==> config.mk <==
export PLATFORM = sky130hd
export DESIGN_NAME = hamming_secded_dec_pipe_flat
export DESIGN_NICKNAME = d
export VERILOG_FILES = /design/src/rtl/hamming_secded_dec_pipe_pkg.sv /design/src/rtl/hamming_secded_dec_pipe_if.sv /design/src/rtl/hamming_secded_dec_pipe_core.sv /design/src/rtl/hamming_secded_dec_pipe.sv /design/src/flat_wrapper.sv
export SDC_FILE = /design/constraint.sdc
export NUM_CORES = 1
export LEC_CHECK = 0
export CORE_ASPECT_RATIO = 1.75
export CORE_MARGIN = 5
export CORE_UTILIZATION = 44
export DETAILED_ROUTE_END_ITERATION = 16
export PLACE_DENSITY = 0.89
export SLEW_MARGIN = 5
export SYNTH_ARGS = -nofsm -noshare
export SYNTH_HDL_FRONTEND = slang
export SYNTH_SLANG_ARGS = --single-unit
==> constraint.sdc <==
create_clock -name clk_i -period 3.1 [get_ports clk_i]
set_input_delay 0.465 -clock clk_i [delete_from_list [all_inputs] [get_ports clk_i]]
set_output_delay 0.465 -clock clk_i [all_outputs]
set_load 0.05 [all_outputs]
==> src/rtl/hamming_secded_dec_pipe_pkg.sv <==
// ---------------------------------------------------------------------------
// hamming_secded_pkg
// Shared definitions for the extended-Hamming (SECDED) decoder family.
//   calc_checkb(width) : number of Hamming check bits for a payload width
//   is_pow2(pos)       : true when a codeword position holds a check bit
//   data_pos(idx)      : codeword position of payload bit idx
//   err_class_e        : per-beat classification {CLEAN, SEC, DED}
// No ports; imported by the interface, the core and the pipeline top.
// ---------------------------------------------------------------------------
package hamming_secded_pkg;

    typedef enum logic [1:0] {
        CLEAN = 2'd0,
        SEC   = 2'd1,
        DED   = 2'd2
    } err_class_e;

    // Smallest r with 2^r >= width + r + 1.
    function automatic int calc_checkb(input int width);
        int res;
        res = 0;
        for (int k = 1; k < 16; k++) begin
            if (res == 0 && (1 << k) >= width + k + 1) begin
                res = k;
            end
        end
        return res;
    endfunction

    function automatic bit is_pow2(input int pos);
        return (pos > 0) && ((pos & (pos - 1)) == 0);
    endfunction

    // Payload bits fill the non-power-of-two positions from 3 upwards;
    // position 0 is the overall parity bit.
    function automatic int data_pos(input int idx);
        int res;
        int cnt;
        res = 0;
        cnt = 0;
        for (int p = 3; p < 256; p++) begin
            if (!is_pow2(p)) begin
                if (cnt == idx && res == 0) begin
                    res = p;
                end
                cnt++;
            end
        end
        return res;
    endfunction

endpackage

==> src/rtl/hamming_secded_dec_pipe_if.sv <==
// ---------------------------------------------------------------------------
// hamming_secded_dec_pipe_if
// Streaming bus of the pipelined SECDED decoder. Signal names are written
// from the decoder's point of view.
//   valid_i / ready_o / hv_i          : codeword input handshake
//   valid_o / ready_i / data_o        : result output handshake
//   sec_o / ded_o                     : per-beat error flags
// Modports: slave = decoder side, master = producer/consumer side.
// ---------------------------------------------------------------------------
interface hamming_secded_dec_pipe_if #(
    parameter int DATA_WIDTH = 26
);
    import hamming_secded_pkg::*;

    localparam int CW_WIDTH = DATA_WIDTH + calc_checkb(DATA_WIDTH) + 1;

    logic                  valid_i;
    logic                  ready_o;
    logic [CW_WIDTH-1:0]   hv_i;
    logic                  valid_o;
    logic                  ready_i;
    logic [DATA_WIDTH-1:0] data_o;
    logic                  sec_o;
    logic                  ded_o;

    modport slave (
        input  valid_i, hv_i, ready_i,
        output ready_o, valid_o, data_o, sec_o, ded_o
    );

    modport master (
        output valid_i, hv_i, ready_i,
        input  ready_o, valid_o, data_o, sec_o, ded_o
    );

endinterface

==> src/rtl/hamming_secded_dec_pipe_core.sv <==
// ---------------------------------------------------------------------------
// hamming_secded_core
// Purely combinational SECDED check: syndrome, classification, correction.
//   i_cw    : codeword (bit 0 overall parity, power-of-two positions check
//             bits, other positions payload LSB-first)
//   o_data  : corrected payload (raw payload when uncorrectable)
//   o_class : CLEAN / SEC / DED
//   o_syn   : {overall parity, syndrome}
// ---------------------------------------------------------------------------
module hamming_secded_core
    import hamming_secded_pkg::*;
#(
    parameter  int DATA_WIDTH = 26,
    localparam int N_CHECKB   = calc_checkb(DATA_WIDTH),
    localparam int CW_WIDTH   = DATA_WIDTH + N_CHECKB + 1
) (
    input  logic [CW_WIDTH-1:0]   i_cw,
    output logic [DATA_WIDTH-1:0] o_data,
    output err_class_e            o_class,
    output logic [N_CHECKB:0]     o_syn
);

    logic [N_CHECKB-1:0] w_syn;
    logic                w_par;
    logic                w_doFlip;
    logic [CW_WIDTH-1:0] w_corr;

    // Positions 1..CW_WIDTH-1 whose index has bit k set.
    function automatic logic [CW_WIDTH-1:0] synMask(input int k);
        logic [CW_WIDTH-1:0] m;
        m = '0;
        for (int p = 1; p < CW_WIDTH; p++) begin
            if (((p >> k) & 1) == 1) begin
                m[p] = 1'b1;
            end
        end
        return m;
    endfunction

    for (genvar gk = 0; gk < N_CHECKB; gk++) begin : g_syn
        localparam logic [CW_WIDTH-1:0] MASK = synMask(gk);
        assign w_syn[gk] = ^(i_cw & MASK);
    end

    assign w_par = ^i_cw;
    assign o_syn = {w_par, w_syn};

    // Odd overall parity means one flip: syndrome 0 points at the parity
    // bit itself, otherwise at the flipped position unless that position
    // lies beyond the codeword. Even parity with a syndrome is a double.
    always_comb begin
        o_class  = CLEAN;
        w_doFlip = 1'b0;
        if (w_par) begin
            if (w_syn == '0) begin
                o_class = SEC;
            end else if (int'(w_syn) < CW_WIDTH) begin
                o_class  = SEC;
                w_doFlip = 1'b1;
            end else begin
                o_class = DED;
            end
        end else if (w_syn != '0) begin
            o_class = DED;
        end
    end

    assign w_corr = w_doFlip ? (i_cw ^ ({{(CW_WIDTH-1){1'b0}}, 1'b1} << w_syn))
                             : i_cw;

    for (genvar gi = 0; gi < DATA_WIDTH; gi++) begin : g_data
        localparam int POS = data_pos(gi);
        assign o_data[gi] = w_corr[POS];
    end

endmodule

==> src/rtl/hamming_secded_dec_pipe.sv <==
// ---------------------------------------------------------------------------
// hamming_secded_dec_pipe
// One-stage pipelined SECDED decoder with valid/ready flow control and
// saturating error bookkeeping.
//   clk_i, rstn_i      : clock, synchronous active-low reset
//   bus (slave)        : codeword in, corrected data + sec/ded flags out
//   clear_i            : synchronous clear of counters and syndrome capture
//   sec_cnt_o          : saturating count of corrected beats
//   ded_cnt_o          : saturating count of uncorrectable beats
//   last_syn_o         : {overall parity, syndrome} of last erroneous beat
//   last_syn_valid_o   : last_syn_o holds a capture
// ---------------------------------------------------------------------------
module hamming_secded_dec_pipe
    import hamming_secded_pkg::*;
#(
    parameter  int DATA_WIDTH = 26,
    parameter  int CNT_WIDTH  = 16,
    localparam int N_CHECKB   = calc_checkb(DATA_WIDTH),
    localparam int CW_WIDTH   = DATA_WIDTH + N_CHECKB + 1
) (
    input  logic                      clk_i,
    input  logic                      rstn_i,
    hamming_secded_dec_pipe_if.slave  bus,
    input  logic                      clear_i,
    output logic [CNT_WIDTH-1:0]      sec_cnt_o,
    output logic [CNT_WIDTH-1:0]      ded_cnt_o,
    output logic [N_CHECKB:0]         last_syn_o,
    output logic                      last_syn_valid_o
);

    logic [CW_WIDTH-1:0]   w_cw;
    logic [DATA_WIDTH-1:0] w_data;
    err_class_e            w_class;
    logic [N_CHECKB:0]     w_syn;
    logic                  w_isSec;
    logic                  w_isDed;
    logic                  w_ready;
    logic                  w_accept;

    logic                  r_valid;
    logic [DATA_WIDTH-1:0] r_data;
    logic                  r_sec;
    logic                  r_ded;
    logic [CNT_WIDTH-1:0]  r_secCnt;
    logic [CNT_WIDTH-1:0]  r_dedCnt;
    logic [N_CHECKB:0]     r_lastSyn;
    logic                  r_lastSynValid;

    assign w_cw = bus.hv_i;

    hamming_secded_core #(
        .DATA_WIDTH (DATA_WIDTH)
    ) u_core (
        .i_cw    (w_cw),
        .o_data  (w_data),
        .o_class (w_class),
        .o_syn   (w_syn)
    );

    assign w_isSec  = (w_class == SEC);
    assign w_isDed  = (w_class == DED);

    // The single output register can take a new beat when it is empty or
    // is being emptied in this same cycle.
    assign w_ready  = ~r_valid | bus.ready_i;
    assign w_accept = bus.valid_i & w_ready;

    // Output stage: load on accept, hold while stalled, empty on pop.
    // A reset drops whatever beat is in flight.
    always_ff @(posedge clk_i) begin
        if (!rstn_i) begin
            r_valid <= 1'b0;
            r_data  <= '0;
            r_sec   <= 1'b0;
            r_ded   <= 1'b0;
        end else if (w_accept) begin
            r_valid <= 1'b1;
            r_data  <= w_data;
            r_sec   <= w_isSec;
            r_ded   <= w_isDed;
        end else if (bus.ready_i) begin
            r_valid <= 1'b0;
        end
    end

    // Error bookkeeping is updated on the accept edge. clear_i has priority,
    // so an error accepted in the clear cycle is neither counted nor captured.
    always_ff @(posedge clk_i) begin
        if (!rstn_i || clear_i) begin
            r_secCnt       <= '0;
            r_dedCnt       <= '0;
            r_lastSyn      <= '0;
            r_lastSynValid <= 1'b0;
        end else if (w_accept) begin
            if (w_isSec && (r_secCnt != {CNT_WIDTH{1'b1}})) begin
                r_secCnt <= r_secCnt + 1'b1;
            end
            if (w_isDed && (r_dedCnt != {CNT_WIDTH{1'b1}})) begin
                r_dedCnt <= r_dedCnt + 1'b1;
            end
            if (w_isSec || w_isDed) begin
                r_lastSyn      <= w_syn;
                r_lastSynValid <= 1'b1;
            end
        end
    end

    assign bus.ready_o      = w_ready;
    assign bus.valid_o      = r_valid;
    assign bus.data_o       = r_data;
    assign bus.sec_o        = r_sec;
    assign bus.ded_o        = r_ded;
    assign sec_cnt_o        = r_secCnt;
    assign ded_cnt_o        = r_dedCnt;
    assign last_syn_o       = r_lastSyn;
    assign last_syn_valid_o = r_lastSynValid;

endmodule
==> src/flat_wrapper.sv <==
// flat-port wrapper written by rule: the top's interface ports become plain ports
module hamming_secded_dec_pipe_flat import hamming_secded_pkg::*;
#(
    parameter  int DATA_WIDTH = 26,
    parameter  int CNT_WIDTH  = 16,
    localparam int N_CHECKB   = calc_checkb(DATA_WIDTH),
    localparam int CW_WIDTH   = DATA_WIDTH + N_CHECKB + 1
)
  (clk_i, rstn_i, clear_i, sec_cnt_o, ded_cnt_o, last_syn_o, last_syn_valid_o, bus_valid_i, bus_hv_i, bus_ready_i, bus_ready_o, bus_valid_o, bus_data_o, bus_sec_o, bus_ded_o);
  hamming_secded_dec_pipe_if #(.DATA_WIDTH(DATA_WIDTH)) bus_i ();
  input  logic clk_i;
  input  logic rstn_i;
  input  logic clear_i;
  output logic [CNT_WIDTH-1:0] sec_cnt_o;
  output logic [CNT_WIDTH-1:0] ded_cnt_o;
  output logic [N_CHECKB:0] last_syn_o;
  output logic last_syn_valid_o;
  input wire logic [$bits(bus_i.valid_i)-1:0] bus_valid_i;
  input wire logic [$bits(bus_i.hv_i)-1:0] bus_hv_i;
  input wire logic [$bits(bus_i.ready_i)-1:0] bus_ready_i;
  output wire logic [$bits(bus_i.ready_o)-1:0] bus_ready_o;
  output wire logic [$bits(bus_i.valid_o)-1:0] bus_valid_o;
  output wire logic [$bits(bus_i.data_o)-1:0] bus_data_o;
  output wire logic [$bits(bus_i.sec_o)-1:0] bus_sec_o;
  output wire logic [$bits(bus_i.ded_o)-1:0] bus_ded_o;
  assign bus_i.valid_i = bus_valid_i;
  assign bus_i.hv_i = bus_hv_i;
  assign bus_i.ready_i = bus_ready_i;
  assign bus_ready_o = bus_i.ready_o;
  assign bus_valid_o = bus_i.valid_o;
  assign bus_data_o = bus_i.data_o;
  assign bus_sec_o = bus_i.sec_o;
  assign bus_ded_o = bus_i.ded_o;
  hamming_secded_dec_pipe #(.DATA_WIDTH(DATA_WIDTH), .CNT_WIDTH(CNT_WIDTH)) u_core (.clk_i(clk_i), .rstn_i(rstn_i), .bus(bus_i), .clear_i(clear_i), .sec_cnt_o(sec_cnt_o), .ded_cnt_o(ded_cnt_o), .last_syn_o(last_syn_o), .last_syn_valid_o(last_syn_valid_o));
endmodule
# Word-level counts from Yosys, hierarchy flattened
# Cells that the tools add are included.
dict set report word_totals {
  regBits 68
  inputBits 37
  output_inout_bits 69
}
dict set report classes {
  add_sub_neg 2
  n_eq_ne 4
  n_shift 1
  mux 7
  bitwise_logic 4
  n_reduce_logical 17
}
# op n
set ops {}
lappend ops {{$reduce_xor A32 Y1} 6}
lappend ops {{$add A16 B1 Y16 const B} 2}
lappend ops {{$mux W32} 1}
lappend ops {{$ne A16 B16 Y1 const B} 2}
lappend ops {{$shl A1 B5 Y32 const A} 1}
lappend ops {{$xor A32 B32 Y32} 1}
lappend ops {{$reduce_and A2 Y1} 3}
lappend ops {{$logic_not A5 Y1} 1}
lappend ops {{$reduce_bool A5 Y1} 1}
lappend ops {{$mux W1} 4}
lappend ops {{$mux W2} 2}
lappend ops {{$eq A2 B1 Y1 const B} 1}
lappend ops {{$eq A2 B2 Y1 const B} 1}
lappend ops {{$logic_and A1 B1 Y1} 2}
lappend ops {{$logic_or A1 B1 Y1} 2}
lappend ops {{$reduce_bool A2 Y1} 1}
lappend ops {{$and A1 B1 Y1} 1}
lappend ops {{$logic_not A1 Y1} 1}
lappend ops {{$not A1 Y1} 1}
lappend ops {{$or A1 B1 Y1} 1}

# Depth between registers and ports, before layout
# Gate-level depths: netlist of run 1.
dict set report depth {
  ltp_word 7
  ltp_mapped 10
  depth_no_buf 8
}

# By module
# A second synthesis of run 1 with hierarchy kept.
dict set report unflattened {
  cells_unflattened 516
  area_unflattened_um2 4362.9
}
# mod n_inst cells_per_inst area_each_um2
set modules_own_cells {}
lappend modules_own_cells {hamming_secded_dec_pipe 1 372 3106.7}
lappend modules_own_cells {hamming_secded_core 1 144 1256.2}

# Worst setup path before layout of run 1
# OpenSTA, ideal clock, no wires.
dict set report synth_path {
  kind {in2reg}
  start {input port bus_hv_i[14]}
  end {register u_core.r_dedCnt[15] (netlist: u_core.ded_cnt_o[15])}
  setup_ps 115
  t_arrival_ps 2969
  setup_slack_ps 17
  stages 10
  cell_sequence {xnor2_1 -> xor3_1 -> xnor3_2 -> xnor2_2 -> or4_1 -> buf_2 -> o21ai_4 -> buf_6 -> nor4_1 -> o21a_1}
}
dict set report synth_via {
  elab_chain_cells 7
  word_cells_on_any_way 10
  cone_classes {eq/ne (1); mux (2); reduce/logical (7)}
}
# item line_no
set synth_rtl {}
lappend synth_rtl {{start: declaration} flat_wrapper.sv:19} ;# input wire logic [$bits(bus_i.hv_i)-1:0] bus_hv_i;
lappend synth_rtl {{$reduce_xor A32 Y1} hamming_secded_dec_pipe_core.sv:42} ;# assign w_syn[gk] = ^(i_cw & MASK);
lappend synth_rtl {{$reduce_bool A5 Y1} hamming_secded_dec_pipe_core.sv:63} ;# end else if (w_syn != '0) begin
lappend synth_rtl {{$mux W2} hamming_secded_dec_pipe_core.sv:63}
lappend synth_rtl {{$mux W2 (*)} hamming_secded_dec_pipe_core.sv:54} ;# if (w_par) begin
lappend synth_rtl {{$eq A2 B2 Y1 (*)} hamming_secded_dec_pipe.sv:61} ;# assign w_isDed = (w_class == DED);
lappend synth_rtl {{$logic_and A1 B1 Y1 (*)} hamming_secded_dec_pipe.sv:98} ;# if (w_isDed && (r_dedCnt != {CNT_WIDTH{1'b1}})) begin
lappend synth_rtl {{$reduce_and A2 Y1 (no source line) (*)} -}
lappend synth_rtl {{end signal: assignment} hamming_secded_dec_pipe.sv:99} ;# r_dedCnt <= r_dedCnt + 1'b1;
lappend synth_rtl {{end: declaration} hamming_secded_dec_pipe.sv:45} ;# logic [CNT_WIDTH-1:0] r_dedCnt;
# Mark *: on every way between the ends. The rest lies on a longest branch, timed or not.
# A chain may end at the register's enable or synchronous reset.

# Worst setup path after layout of run 1
dict set report layout_path {
  start {input port bus_hv_i[31]}
  end {register u_core.r_lastSyn[3] (netlist: u_core.last_syn_o[3])}
}
dict set report layout_via {
  elab_chain_cells 7
  word_cells_on_any_way 13
  cone_classes {eq/ne (2); mux (2); reduce/logical (9)}
}
# item line_no
set layout_rtl {}
lappend layout_rtl {{$reduce_xor A32 Y1} hamming_secded_dec_pipe_core.sv:42}
lappend layout_rtl {{$reduce_bool A5 Y1} hamming_secded_dec_pipe_core.sv:63}
lappend layout_rtl {{$mux W2} hamming_secded_dec_pipe_core.sv:63}
lappend layout_rtl {{$mux W2} hamming_secded_dec_pipe_core.sv:54}
lappend layout_rtl {{$eq A2 B1 Y1 / $eq A2 B2 Y1 (equally long branches)} {hamming_secded_dec_pipe.sv:60, hamming_secded_dec_pipe.sv:61}}
lappend layout_rtl {{$logic_or A1 B1 Y1} hamming_secded_dec_pipe.sv:101} ;# if (w_isSec || w_isDed) begin
lappend layout_rtl {{$reduce_and A2 Y1 (no source line)} -}
lappend layout_rtl {{end signal: assignment} hamming_secded_dec_pipe.sv:102} ;# r_lastSyn <= w_syn;
lappend layout_rtl {{end: declaration} hamming_secded_dec_pipe.sv:46} ;# logic [N_CHECKB:0] r_lastSyn;
# Several ways; a longest one is shown, not always the timed one.

==> flow_metrics.py, run 1 <==
metrics = {
    "status": {
        "status": "finished, final reports clean",
    },
    "placed_design": {
        "gp_congestion": 0.9295,
        "dp.final_hpwl_microns": 9247,
        "dp_cells": 695,
        "port_buffers": 105,
    },
    "layout": {
        "area_growth_pct": 54.51,
        "final_nets": 638,
        "layout_common_cells": "clkdlybuf4s50_1 (99), buf_4 (70), dfxtp_1 (68), xnor2_1 (61), nor2_1 (45)",
        "num_antenna_cells": 0,
        "nFillCells": 638,
        "multiInputGateArea_sq_mm": 0.002409,
        "stdcell_count": 718,
        "layout_commonest_cell": "clkdlybuf4s50_1",
        "drive_gt1_share_pct": 17.58,
        "regArea_sq_mm": 0.001361,
        "finish.utilization_pct": 69.68,
    },
    "synthesis": {
        "synth_edf_count": 0,
        "yosysTopAreaCell": "dfxtp_1",
        "ys_top_cells_by_area": "dfxtp_1 (36%), xnor2_1 (16%), xor2_1 (5.1%)",
        "seq_area_frac_synth_pct": 36.07,
        "syn_avg_cell_area_sq_um": 8.735,
        "synthMuxAreaShare_pct": 0.5305,
        "yosys_warnings": 0,
        "yosysTopAreaCellShare_pct": 36.07,
        "yosys.area_share.simple_pct": 19.33,
        "postSynthCellCount": 432,
        "ys_seq_elements": 68,
        "synth_nets": 471,
        "synth_top_flop_cell": "dfxtp_1",
        "yosys.area_share.adder_pct": 0.6631,
        "netlist_area_sq_mm": 0.003774,
        "synth-xor-area-share_pct": 25.33,
        "synth_top_family_by_area": "XOR/XNOR gates",
        "synthArstFlopShare_pct": 0,
        "ys_types": 49,
        "synth_compound_area_share_pct": 15.48,
    },
    "floorplan": {
        "std_cell_rows": 44,
        "die_area_sq_mm": 0.01060,
        "start_util_pct": 45.10,
        "die_w_microns": 80.01,
        "core_sq_mm": 0.008368,
        "top_level_ports": 106,
        "fp.dieH_microns": 132.5,
    },
    "global_routing": {
        "overflow": 0,
        "antenna_found_initial": 0,
        "grt_pass1_vias": 4206,
        "grt_util_all_layers_pct": 24.83,
        "grt_max_degree": 32,
        "grt_pass1_wl_microns": 20400,
    },
    "worst_setup_path": {
        "arrival_ns": 3.34,
        "r2r_start": "u_core.ded_cnt_o[9]$_SDFFE_PP0P_",
        "reg2reg_depth": 8,
        "required_ns": 3.37,
        "worstSetupStartpointType": "input port",
        "endpoint": "u_core.last_syn_o[3]$_SDFFE_PP0P_",
        "crit_path_max_fanout": 6,
        "ff2ff_setup_slack_ns": 0.70,
        "cp-end-kind": "flop",
        "setup.worst_path.start": "bus_hv_i[31]",
        "critPathKind": "in2reg",
        "r2r-end": "u_core.ded_cnt_o[14]$_SDFFE_PP0P_",
    },
    "route": {
        "via_per_inst": 5.519,
        "drt-met1-wl_microns": 4188,
        "drt.antenna.violating_nets": 0,
        "dr.first_iter.drc_count": 203,
        "finalWirelength_microns": 12860,
        "wl_met3_microns": 875,
        "route.met2.wl_microns": 7116,
        "routed.top_layer": "met4",
        "dr.pass1.iters": 4,
        "drcViolationCount": 0,
        "vias": 3963,
        "wire_per_inst_microns": 17.91,
    },
    "cts": {
        "clk_pin_slew_ns": 0.05,
        "cts_root_buf": "clkbuf_16",
        "clk_latency_ns": 0.34,
        "htree_num_levels": 3,
        "cts_made_buffers": 9,
        "cts_buffer_depth": 2,
        "cts_sinks": 68,
        "cts_tree": "yes",
    },
    "power": {
        "p_per_area_mw_per_mm2": 758.2,
        "irDropWorstVdd_uv": 476.2,
        "power.leakage_uw": 0.002218,
    },
    "worst_hold_path": {
        "min_path_type": "reg2reg",
    },
    "sta": {
        "fin_crit_sh_pct": 98.96,
        "skew_ns": 0.003381,
        "fmax_mhz": 326.0,
        "rsz0062_at_grt": "no",
        "period_minus_slack_ns": 3.068,
        "max_slew_margin_pct": 63.15,
        "report.final.hold_viol_count": 0,
        "worstMarginPinSlew_ns": 0.5510,
        "slew_viol_final": 0,
        "setup_violations": 0,
    },
    "run": {
        "maxCapViolations": 0,
    },
}
## worst max-delay path, stage by stage
cell and delay, ns:
clkdlybuf4s50_1 0.64, xor2_1 0.21, xnor2_1 0.13, xnor2_1 0.44
xnor2_1 0.18, or4_4 0.61, o31a_1 0.35, buf_4 0.17
o21ai_1 0.13
## Yosys cell counts (3+ instances only)
| cell type | number |
|---|---|
| nor2_1 | 45 |
| o31a_1 | 4 |
| o21ai_0 | 30 |
| clkbuf_1 | 17 |
| and2_1 | 3 |
| dfxtp_1 | 68 |
| nand2_1 | 20 |
| a21oi_1 | 37 |
| o21ai_1 | 9 |
| or4_1 | 4 |
| xor2_1 | 22 |
| nand4b_1 | 3 |
| and3_1 | 9 |
| xnor3_1 | 5 |
| nand3_1 | 12 |
| and4_1 | 4 |
| or3_1 | 7 |
| nand2b_1 | 6 |
| nor3_1 | 4 |
| o21a_1 | 3 |
| nor4_1 | 5 |
| xnor2_1 | 67 |
| buf_2 | 3 |
| nand4_1 | 15 |
## cell type report
class / count / share of cell area, %
multi-input combinational: 341 / 41.31
timing repair buffer: 178 / 27.92
sequential: 68 / 23.35
clock buffer: 13 / 4.292
tap: 115 / 2.468
clock inverter: 2 / 0.6009
inverter: 1 / 0.06438
## how the worst min path moves through the flow
stage | startpoint | to | slack [ns] | cells past startpoint
after floorplan | bus_valid_i | u_core.bus.valid_o$_SDFFE_PN0P_ | 0.60 | 2
after global placement | u_core.last_syn_o[0]$_SDFFE_PP0P_ | u_core.last_syn_o[0]$_SDFFE_PP0P_ | 0.44 | 2
after detailed placement | u_core.last_syn_o[1]$_SDFFE_PP0P_ | u_core.last_syn_o[1]$_SDFFE_PP0P_ | 0.46 | 2
after CTS | u_core.last_syn_o[1]$_SDFFE_PP0P_ | u_core.last_syn_o[1]$_SDFFE_PP0P_ | 0.46 | 2
after global routing | u_core.last_syn_o[1]$_SDFFE_PP0P_ | u_core.last_syn_o[1]$_SDFFE_PP0P_ | 0.50 | 2
final | u_core.last_syn_o[1]$_SDFFE_PP0P_ | u_core.last_syn_o[1]$_SDFFE_PP0P_ | 0.46 | 2
## kinds of logic after synthesis
logic type	Yosys count
AND/OR/NAND/NOR	142
buffers and inverters	23
flip-flops	68
AO/OA/AOI/OAI	98
XOR/XNOR	97
adder cells (fa/ha/maj)	2
multiplexers	2
## registers in the layout, summed over array words and instances (netlist names)
register,count
u_core.ded_cnt_o,16
u_core.bus.valid_o,1
u_core.last_syn_o,6
u_core.sec_cnt_o,16
u_core.bus.ded_o,1
u_core.bus.sec_o,1
u_core.last_syn_valid_o,1
u_core.bus.data_o,26
## timing repair
action	4_1_cts	5_1_grt
gates cloned	1	0
setup buffers	4	3
pin swaps	6	9
endpoints found under the setup margin	29	33
hold buffers	0	0
gates resized for setup	7	17
## where the power goes
part | switching (uW) | total, uW | internal, uW
sequential | 62.0 | 1010 | 946
clock | 362 | 1000 | 639
combinational | 1320 | 2410 | 1090
## per-layer routing
layer	track usage, %	vias to the layer above
li1	-	1849
met1	23.57	1897
met2	45.02	164
met3	7.415	53
met4	15.23	0
met5	0	-
## metrics by stage
| step | total power, uW | setup slack [ns] | TNS [ns] | area (sq um) | hold WS, ns |
|---|---|---|---|---|---|
| after floorplan | 2250 | 0.01660 | 0 | 3774 | 0.6039 |
| after global placement | 3128 | -0.3911 | -12.41 | 5375 | 0.4363 |
| after detailed placement | 3195 | -0.5069 | -17.63 | 5375 | 0.4622 |
| after CTS | 4380 | 0.01715 | 0 | 5728 | 0.4578 |
| after global routing | 4635 | 0.008922 | 0 | 5831 | 0.4964 |
| final | 4421 | 0.03237 | 0 | 5831 | 0.4551 |
Power figures use the tool's default switching activity.
==> run 2: changes to the inputs <==
--- a/config.mk
+++ b/config.mk
@@ -5,11 +5,11 @@
 export SDC_FILE = /design/constraint.sdc
 export NUM_CORES = 1
 export LEC_CHECK = 0
-export CORE_ASPECT_RATIO = 1.75
+export CORE_ASPECT_RATIO = 0.5
 export CORE_MARGIN = 5
-export CORE_UTILIZATION = 44
+export CORE_UTILIZATION = 52
 export DETAILED_ROUTE_END_ITERATION = 16
-export PLACE_DENSITY = 0.89
+export PLACE_DENSITY = 0.95
 export SLEW_MARGIN = 5
 export SYNTH_ARGS = -nofsm -noshare
 export SYNTH_HDL_FRONTEND = slang
==> constraint.sdc (replaced) <==
create_clock -name clk_i -period 3.8 [get_ports clk_i]
set_input_delay 0.57 -clock clk_i [delete_from_list [all_inputs] [get_ports clk_i]]
set_output_delay 0.57 -clock clk_i [all_outputs]
set_load 0.05 [all_outputs]
==> run 2 against run 1 <==
Sequential power fell by 19%. Largest cell class unchanged. Largest power group unchanged. Register-to-register slack improved by 0.67 ns. Combinational power fell by 37%. Hold slack gained 0.0041 ns. Die area fell by 14%. Clock power shrank 18%. Final area decreased by 9.7%. Via count decreased by 11%. Flip-flop and latch count unchanged. First-iteration DRC count rose by 14%. Count of clock-buffer cells in the layout down 1.
==> flow_metrics.py, run 2 (same netlist as run 1, synthesis figures left out) <==
metrics = {
    "route": {
        "route.met2.wl_microns": 5217,
        "drt.antenna.violating_nets": 0,
        "dr.first_iter.drc_count": 231,
        "drt-met1-wl_microns": 4550,
        "wire_per_inst_microns": 16.68,
        "via_per_inst": 5.522,
        "finalWirelength_microns": 10610,
        "vias": 3512,
        "routed.top_layer": "met4",
        "drcViolationCount": 0,
        "wl_met3_microns": 697,
        "dr.pass1.iters": 4,
    },
    "worst_setup_path": {
        "required_ns": 4.00,
        "critPathKind": "in2reg",
        "r2r-end": "u_core.ded_cnt_o[12]$_SDFFE_PP0P_",
        "reg2reg_depth": 8,
        "crit_path_max_fanout": 7,
        "worstSetupStartpointType": "input port",
        "arrival_ns": 3.71,
        "r2r_start": "u_core.ded_cnt_o[7]$_SDFFE_PP0P_",
        "cp-end-kind": "flop",
        "crit_path_top_delay_cell": "or4_1",
        "crit_path_cell_trace": "clkdlybuf4s50_1 > xnor2_1 > xor3_1 > xnor3_2 > xnor2_2 > or4_1 > o31a_1 > nand3_1 > o21ai_1",
        "ff2ff_setup_slack_ns": 1.37,
        "max_stage_delay_ns": 0.68,
    },
    "run": {
        "maxCapViolations": 0,
    },
    "placed_design": {
        "dp.final_hpwl_microns": 7549,
        "port_buffers": 105,
        "detailed_place.area_sq_mm": 0.004971,
        "gp_congestion": 1.002,
        "post-place-ws_ns": 0.01686,
    },
    "floorplan": {
        "die_w_microns": 130.5,
        "die_area_sq_mm": 0.009164,
        "fp.dieH_microns": 70.24,
        "core_sq_mm": 0.006858,
        "std_cell_rows": 21,
        "top_level_ports": 106,
        "start_util_pct": 55.03,
    },
    "cts": {
        "clk_latency_ns": 0.33,
        "cts_tree": "yes",
        "cts_root_buf": "clkbuf_16",
        "cts_made_buffers": 9,
        "cts_buffer_depth": 2,
        "clk_pin_slew_ns": 0.05,
        "cts_sinks": 68,
        "post_cts_resized": 0,
        "htree_num_levels": 3,
        "cts_hold_buf": 0,
        "cts_setup_buffers": 0,
    },
    "layout": {
        "regArea_sq_mm": 0.001361,
        "layout_commonest_cell": "clkdlybuf4s50_1",
        "largest_reg_flops": 26,
        "area_growth_pct": 39.46,
        "final_nets": 580,
        "fin_area_sq_mm": 0.005263,
        "layout_common_cells": "clkdlybuf4s50_1 (105), dfxtp_1 (68), xnor2_1 (67), nor2_1 (45), a21oi_1 (37)",
        "drive_gt1_share_pct": 6.618,
        "nFillCells": 480,
        "multiInputGateArea_sq_mm": 0.002315,
        "num_antenna_cells": 0,
    },
    "sta": {
        "fin_crit_sh_pct": 92.32,
        "setup_tns_ns": 0,
        "setup_violations": 0,
        "rsz0062_at_grt": "no",
        "slew_viol_final": 0,
        "worstMarginPinSlew_ns": 0.9658,
        "period_minus_slack_ns": 3.508,
        "max_slew_margin_pct": 35.48,
        "report.final.hold_viol_count": 0,
        "skew_ns": 0.002952,
        "setup_ws_ns": 0.2919,
        "fmax_mhz": 285.1,
    },
    "status": {
        "status": "finished, final reports clean",
    },
    "power": {
        "p_per_area_mw_per_mm2": 603.2,
        "irDropWorstVdd_uv": 339.6,
        "power.leakage_uw": 0.001852,
    },
    "worst_hold_path": {
        "hold_start": "u_core.last_syn_o[3]$_SDFFE_PP0P_",
        "holdPathStages": 2,
        "whs_endpoint": "u_core.last_syn_o[3]$_SDFFE_PP0P_",
        "min_path_type": "reg2reg",
    },
    "global_routing": {
        "grt_util_all_layers_pct": 23.42,
        "grt_pass1_vias": 3476,
        "grt_max_degree": 61,
        "antenna_found_initial": 0,
        "overflow": 0,
        "grt_pass1_wl_microns": 17030,
    },
}
run 2: changes by cell type in the layout (fill, tap and decap cells not counted), moves of 2 or more:
cell             delta
buf_4              -56
clkbuf_1            -2
clkdlybuf4s50_1     +6
dlymetal6s2s_1      -6
xnor2_1             +6
xnor2_2             -6
xnor3_1             +2
xnor3_2             -2
xor2_1              +3
xor2_2              -3
run 2: where the power goes:
part / total, uW / switching [uW] / internal, uW
combinational: 1530 / 929 / 604
sequential: 819 / 47.5 / 771
clock: 823 / 288 / 535
total: 3170 / 1260 / 1910
run 2: layout make-up:
class / count / area share [%]
clock inverter: 2 / 0.6657
tap: 92 / 2.187
inverter: 1 / 0.07133
clock buffer: 12 / 4.874
sequential: 68 / 25.87
multi-input combinational: 341 / 43.98
timing repair buffer: 120 / 22.35
run 2: worst max path at each step:
stage,from,to,slack (ns),cells after the start
after global placement,bus_hv_i[10],u_core.ded_cnt_o[6]$_SDFFE_PP0P_,0.13,9
final,bus_hv_i[10],u_core.last_syn_o[0]$_SDFFE_PP0P_,0.29,9
after floorplan,bus_hv_i[14],u_core.ded_cnt_o[15]$_SDFFE_PP0P_,0.61,10
after detailed placement,bus_hv_i[10],u_core.ded_cnt_o[6]$_SDFFE_PP0P_,0.02,9
after CTS,bus_hv_i[10],u_core.last_syn_o[0]$_SDFFE_PP0P_,0.32,9
after global routing,bus_hv_i[14],u_core.last_syn_o[0]$_SDFFE_PP0P_,0.20,9
run 2: routing by layer:
layer  vias up  global-route usage (%)
li1       1737                       -
met1      1646                   28.46
met2       112                   40.69
met3        17                   6.778
met4         0                   5.815
met5         -                       0
run 2: metrics by stage:
step                      utilization [%]  total power (uW)  std cells  hold slack [ns]
after floorplan                         -              1835        432           0.6647
after global placement              72.49              2297        622           0.4468
after detailed placement            72.49              2338        622           0.4535
after CTS                           76.74              3176        636           0.4636
after global routing                76.74              3323        636           0.4889
final                               76.74              3174        636           0.4592
run 2: worst max-delay path: cells and delay by family:
kind,cells,cell delay (ns)
XOR/XNOR,4,1.32
AND/OR/NAND/NOR,2,0.84
AO/OA/AOI/OAI,2,0.50
buffers and inverters,1,0.46
==> run 3: changes to the inputs <==
--- a/config.mk
+++ b/config.mk
@@ -7,9 +7,9 @@
 export LEC_CHECK = 0
 export CORE_ASPECT_RATIO = 0.5
 export CORE_MARGIN = 5
-export CORE_UTILIZATION = 52
+export CORE_UTILIZATION = 48
 export DETAILED_ROUTE_END_ITERATION = 16
-export PLACE_DENSITY = 0.95
+export PLACE_DENSITY = 0.8
 export SLEW_MARGIN = 5
 export SYNTH_ARGS = -nofsm -noshare
 export SYNTH_HDL_FRONTEND = slang
==> constraint.sdc (replaced) <==
create_clock -name clk_i -period 3.95 [get_ports clk_i]
set_input_delay 0.5925 -clock clk_i [delete_from_list [all_inputs] [get_ports clk_i]]
set_output_delay 0.5925 -clock clk_i [all_outputs]
set_load 0.05 [all_outputs]
==> run 3 against run 2 <==
Sequential share of layout area is 0.13 points lower. Hold slack hardly changed. Die area is 7.4% higher. Global-route usage is 2.4 points lower. Critical path depth stayed put. Sequential power is 3.9% lower. Count of clock-buffer cells in the layout is 2 lower. Largest cell class unchanged.
==> flow_metrics.py, run 3 (same netlist as run 1, synthesis figures left out) <==
metrics = {
    "power": {
        "power.leakage_uw": 0.001847,
        "irDropWorstVdd_uv": 280.6,
        "p_per_area_mw_per_mm2": 577.3,
    },
    "cts": {
        "post_cts_resized": 0,
        "htree_num_levels": 3,
        "cts_sinks": 68,
        "cts_hold_buf": 0,
        "cts_made_buffers": 9,
        "cts_root_buf": "clkbuf_16",
        "cts_buffer_depth": 2,
        "cts_tree": "yes",
        "cts_setup_buffers": 0,
        "clk_pin_slew_ns": 0.06,
        "clk_latency_ns": 0.33,
    },
    "floorplan": {
        "std_cell_rows": 22,
        "start_util_pct": 50.40,
        "top_level_ports": 106,
        "die_w_microns": 135.4,
        "fp.dieH_microns": 72.70,
        "core_sq_mm": 0.007487,
        "die_area_sq_mm": 0.009843,
    },
    "route": {
        "wire_per_inst_microns": 15.29,
        "dr.first_iter.drc_count": 178,
        "vias": 3488,
        "via_per_inst": 5.342,
        "drt.antenna.violating_nets": 0,
        "drcViolationCount": 0,
        "dr.pass1.iters": 4,
        "finalWirelength_microns": 9984,
    },
    "layout": {
        "largest_reg_flops": 26,
        "final_nets": 579,
        "layout_common_cells": "clkdlybuf4s50_1 (105), dfxtp_1 (68), xnor2_1 (67), nor2_1 (45), a21oi_1 (37)",
        "drive_gt1_share_pct": 6.789,
        "layout_commonest_cell": "clkdlybuf4s50_1",
        "area_growth_pct": 40.15,
        "num_antenna_cells": 0,
    },
    "sta": {
        "max_slew_margin_pct": 35.56,
        "worstMarginPinSlew_ns": 0.9646,
        "slew_viol_final": 0,
        "setup_ws_ns": 0.4243,
        "fin_crit_sh_pct": 89.26,
        "rsz0062_at_grt": "no",
        "report.final.hold_viol_count": 0,
        "setup_tns_ns": 0,
        "skew_ns": 0.005695,
        "fmax_mhz": 283.6,
        "setup_violations": 0,
        "period_minus_slack_ns": 3.526,
    },
    "worst_setup_path": {
        "critPathKind": "in2reg",
        "max_stage_delay_ns": 0.68,
        "crit_path_top_delay_cell": "or4_1",
        "crit_path_max_fanout": 9,
        "arrival_ns": 3.74,
        "required_ns": 4.17,
        "worstSetupStartpointType": "input port",
        "cp-end-kind": "flop",
        "crit_path_cell_trace": "clkdlybuf4s50_1 > xnor2_1 > xor3_1 > xnor3_2 > xnor2_2 > or4_1 > o211ai_2 > xor2_1 > nor2_1",
    },
    "global_routing": {
        "grt_util_all_layers_pct": 21.06,
        "antenna_found_initial": 0,
        "overflow": 0,
        "grt_pass1_wl_microns": 16520,
        "grt_max_degree": 32,
        "grt_pass1_vias": 3353,
    },
    "worst_hold_path": {
        "min_path_type": "reg2reg",
    },
    "status": {
        "status": "finished, final reports clean",
    },
    "placed_design": {
        "gp_congestion": 0.9271,
        "port_buffers": 105,
        "dp.final_hpwl_microns": 7298,
        "post-place-ws_ns": 0.1182,
    },
    "run": {
        "maxCapViolations": 0,
    },
}
run 3: routing by layer:
layer  part of all wire (%)  track usage, %
met1                     47           27.22
met2                     46           34.58
met3                    5.4           5.647
met4                    1.4           6.927
met5                      0               0
run 3: power breakdown:
part           total (uW)  switching (uW)  internal, uW
registers             787            45.1           741
logic                1410             870           544
clock network         853             301           552
total                3050            1220          1840
run 3: stage by stage:
| step | total power, uW | cell area [sq um] | hold WS (ns) | instances | utilization (%) |
|---|---|---|---|---|---|
| after floorplan | 1766 | 3774 | 0.6647 | 432 | - |
| after global placement | 2186 | 4971 | 0.4384 | 637 | 66.39 |
| after detailed placement | 2199 | 4971 | 0.4495 | 637 | 66.39 |
| after CTS | 3072 | 5289 | 0.4591 | 653 | 70.64 |
| after global routing | 3236 | 5289 | 0.4931 | 653 | 70.64 |
| final | 3053 | 5289 | 0.4592 | 653 | 70.64 |
run 3: critical path, delay by kind of cell:
family	cells	cell delay (ns)
AOI/OAI and AO/OA	1	0.38
xor gates and xnor gates	5	1.55
buffers and inverters	1	0.48
and+or+nand+nor	2	0.73
run 3: worst paths after layout:
path / start / endpoint / slack (ns) / cells after the start
worst max-delay path: bus_hv_i[14] / u_core.ded_cnt_o[6]$_SDFFE_PP0P_ / 0.42 / 9
worst min-delay path: u_core.last_syn_o[1]$_SDFFE_PP0P_ / u_core.last_syn_o[1]$_SDFFE_PP0P_ / 0.46 / 2
worst max register to register: u_core.ded_cnt_o[9]$_SDFFE_PP0P_ / u_core.ded_cnt_o[12]$_SDFFE_PP0P_ / 1.50 / 8
worst min register to register: u_core.last_syn_o[1]$_SDFFE_PP0P_ / u_core.last_syn_o[1]$_SDFFE_PP0P_ / 0.46 / 2
run 3: final cells by class:
class                      count  area, sq um
multi-input combinational    341         2315
fill                         620         2198
sequential                    68         1361
timing repair buffer         119         1156
clock buffer                  10        229.0
tap                          108        135.1
clock inverter                 6        88.84
inverter                       1        3.754
==> edit, RTL diff (flow settings as in run 2) <==
`DATA_WIDTH` is set to 26 in 4 places; all go to 18.
--- a/src/rtl/hamming_secded_dec_pipe_if.sv
+++ b/src/rtl/hamming_secded_dec_pipe_if.sv
@@ -10,3 +10,3 @@
 interface hamming_secded_dec_pipe_if #(
-    parameter int DATA_WIDTH = 26
+    parameter int DATA_WIDTH = 18
 );
--- a/src/rtl/hamming_secded_dec_pipe_core.sv
+++ b/src/rtl/hamming_secded_dec_pipe_core.sv
@@ -12,3 +12,3 @@
 #(
-    parameter  int DATA_WIDTH = 26,
+    parameter  int DATA_WIDTH = 18,
     localparam int N_CHECKB   = calc_checkb(DATA_WIDTH),
--- a/src/rtl/hamming_secded_dec_pipe.sv
+++ b/src/rtl/hamming_secded_dec_pipe.sv
@@ -15,3 +15,3 @@
 #(
-    parameter  int DATA_WIDTH = 26,
+    parameter  int DATA_WIDTH = 18,
     parameter  int CNT_WIDTH  = 16,
--- a/src/flat_wrapper.sv
+++ b/src/flat_wrapper.sv
@@ -3,3 +3,3 @@
 #(
-    parameter  int DATA_WIDTH = 26,
+    parameter  int DATA_WIDTH = 18,
     parameter  int CNT_WIDTH  = 16,
Interface: changed (resized bus_data_o and bus_hv_i); port bits go from 106 to 90. No check against the original RTL was run, so the function may have changed too.
==> edit against run 2 <==
  * Routed wire length is 15% lower
  * Area after synthesis fell by 16%
  * Design area is 15% lower
  * Die area down 15%
  * Via count is 11% lower
  * Core utilization is 1.9 points lower
  * Worst setup slack better by 58 ps
  * Sequential share of layout area rose by 0.99 points
  * Critical endpoint is now u_core.sec_cnt_o[15]
  * Sequential cell count decreased by 8
  * Count of clock-buffer cells in the layout increased by 1
  * Total power decreased by 24%
==> edit: results (changes against run 2) <==
[cells_and_area]
fillCellCount = 386  ; was 480
nNetsFinal = 496  ; was 580
drive_above_1_share_pct = 6.42  ; was 6.62%
antenna_cells = 0  ; unchanged
largest_reg_flops = 18  ; was 26

[synth]
synth_seq_area_share_pct = 38.0  ; was 36.1%
netlist_top_cells_area = dfxtp_1, xnor2_1, xor2_1  ; unchanged
synth_cell_types = 38  ; was 49
synth_warnings = 0  ; unchanged
synth_nets = 399  ; was 471
synth_commonest_cells = dfxtp_1, nor2_1, o21ai_0, xnor2_1, xor2_1  ; was dfxtp_1, xnor2_1, nor2_1, a21oi_1, o21ai_0
async_reset_ff_share_pct = 0  ; unchanged

[sta]
drv_slew = 0  ; unchanged
relSlewSlack_pct = 27.7  ; was 35.5%
skew_ps = 8.26  ; was 2.95 ps

[cts]
root_buffer = clkbuf_16  ; unchanged
h-tree-depth = 3  ; unchanged
path_clk_slew_ps = 50  ; about the same
clockBufferDepth = 2  ; unchanged
post_cts_buffers = 0  ; unchanged
insertion_delay_ps = 330  ; about the same
cts_buffers = 9  ; unchanged

[global_routing]
grt_max_degree = 40  ; was 61
grt_use_total_pct = 23.8  ; was 23.4%
antenna_found_initial = 0  ; unchanged
grt_pass1_vias = 3018  ; was 3476
grt_pass1_wl_um = 14800  ; was 17000 um

[detailed_routing]
vias_per_cell = 5.72  ; was 5.52
wirelength_um = 8980  ; was 10600 um
drt_iter0_drc = 214  ; was 231
firstDrtPassIters = 5  ; was 4

[setup_path]
reg2reg_depth = 4  ; was 8
arrival_ps = 3650  ; was 3710 ps
cp_slowest_cell = clkdlybuf4s50_1  ; was or4_1
worst-path-max-fanout = 5  ; was 7
slowest_delay_ps = 490  ; was 680 ps

[place]
port_buffers = 89  ; was 105
place_hpwl_um = 6300  ; was 7550 um
place_congestion = 0.859  ; was 1.00
dpl_cell_area_mm2 = 0.00418  ; was 0.00497 mm2

[pwr]
power.leakage_uw = 0.00154  ; was 0.00185 uW
ir_drop_uv = 340  ; about the same
p_sw_share_pct = 35.9  ; was 39.8%

[min_path]
min_path_cells = 2  ; unchanged
hold_path_class = flip-flop to flip-flop  ; unchanged

[status]
status = finished, final reports clean  ; unchanged

edit: cell types whose count changed after synthesis, sizes merged, moves of 5 or more:
cell	run 2	this run
a21oi	38	3
xnor2	68	39
a31oi	1	21
or3	7	20
and3	9	1
dfxtp	68	60
inv	1	6
edit: cell type report:
type                            instances  area [um2]  share of cell area (%)
Clock buffer                           13         250                    5.59
Clock inverter                          2        35.0                   0.783
Inverter                                6        22.5                   0.503
Multi-Input combinational cell        284        1880                    42.0
Sequential cell                        60        1200                    26.9
Tap cell                               77        96.3                    2.15
Timing Repair Buffer                  102         988                    22.1
edit: cell families (layout without fill, tap and decap cells):
logic type                 Yosys count  after routing  share of synthesized area, %
muxes                                3              3                         0.951
and+or+nand+nor                    135            135                          21.7
xor gates and xnor gates            67             67                          21.1
buffers and inverters               22            123                          2.66
AOI/OAI and AO/OA                   75             75                          13.9
adders and majority gates            4              4                          1.59
DFF                                 60             60                          38.0
edit: through the flow:
stage	hold slack, ps	setup WS (ps)	total power, uW	util [%]	std cells
after floorplan	674	756	1300	-	366
after global placement	452	208	1570	69.9	529
after detailed placement	466	48.8	1610	69.9	529
after CTS	485	319	2420	74.7	544
after global routing	527	78.3	2540	74.8	544
final	487	350	2420	74.8	544
edit: what timing repair did:
item,in CTS,in global routing
hold buffers,0,0
endpoints found under the setup margin,0,2
resized for setup,0,1
edit: worst max-delay path: cells and delay by family:
family	cells	cell delay, ps
xor+xnor	4	1110
compound gates	2	660
fa+ha+maj	1	140
buf+inv	3	740
simple gates	4	420
edit: power groups by stage:
stage / Combinational [uW] / Clock (uW) / Sequential (uW)
2_1_floorplan: 441 / 0 / 858
3_3_place_gp: 856 / 0 / 710
3_5_place_dp: 896 / 0 / 712
4_1_cts: 922 / 792 / 701
5_1_grt: 1010 / 823 / 706
6_report: 930 / 786 / 702
edit: worst paths after layout:
check / start / endpoint / slack [ps]
worst min-delay path: u_core.last_syn_valid_o / u_core.last_syn_valid_o / 490
worst min register to register: u_core.last_syn_valid_o / u_core.last_syn_valid_o / 490
worst max register to register: u_core.bus.valid_o / u_core.bus.data_o[6] / 1850
worst max-delay path: bus_hv_i[15] / u_core.sec_cnt_o[15] / 350
edit: metal layers:
layer | share of wire (%) | GRT usage (%) | up-vias
li1 | - | - | 1491
met1 | 40 | 27.5 | 1456
met2 | 49 | 41.5 | 128
met3 | 7.1 | 6.62 | 39
met4 | 3.5 | 11.4 | 0
met5 | 0 | 0 | -
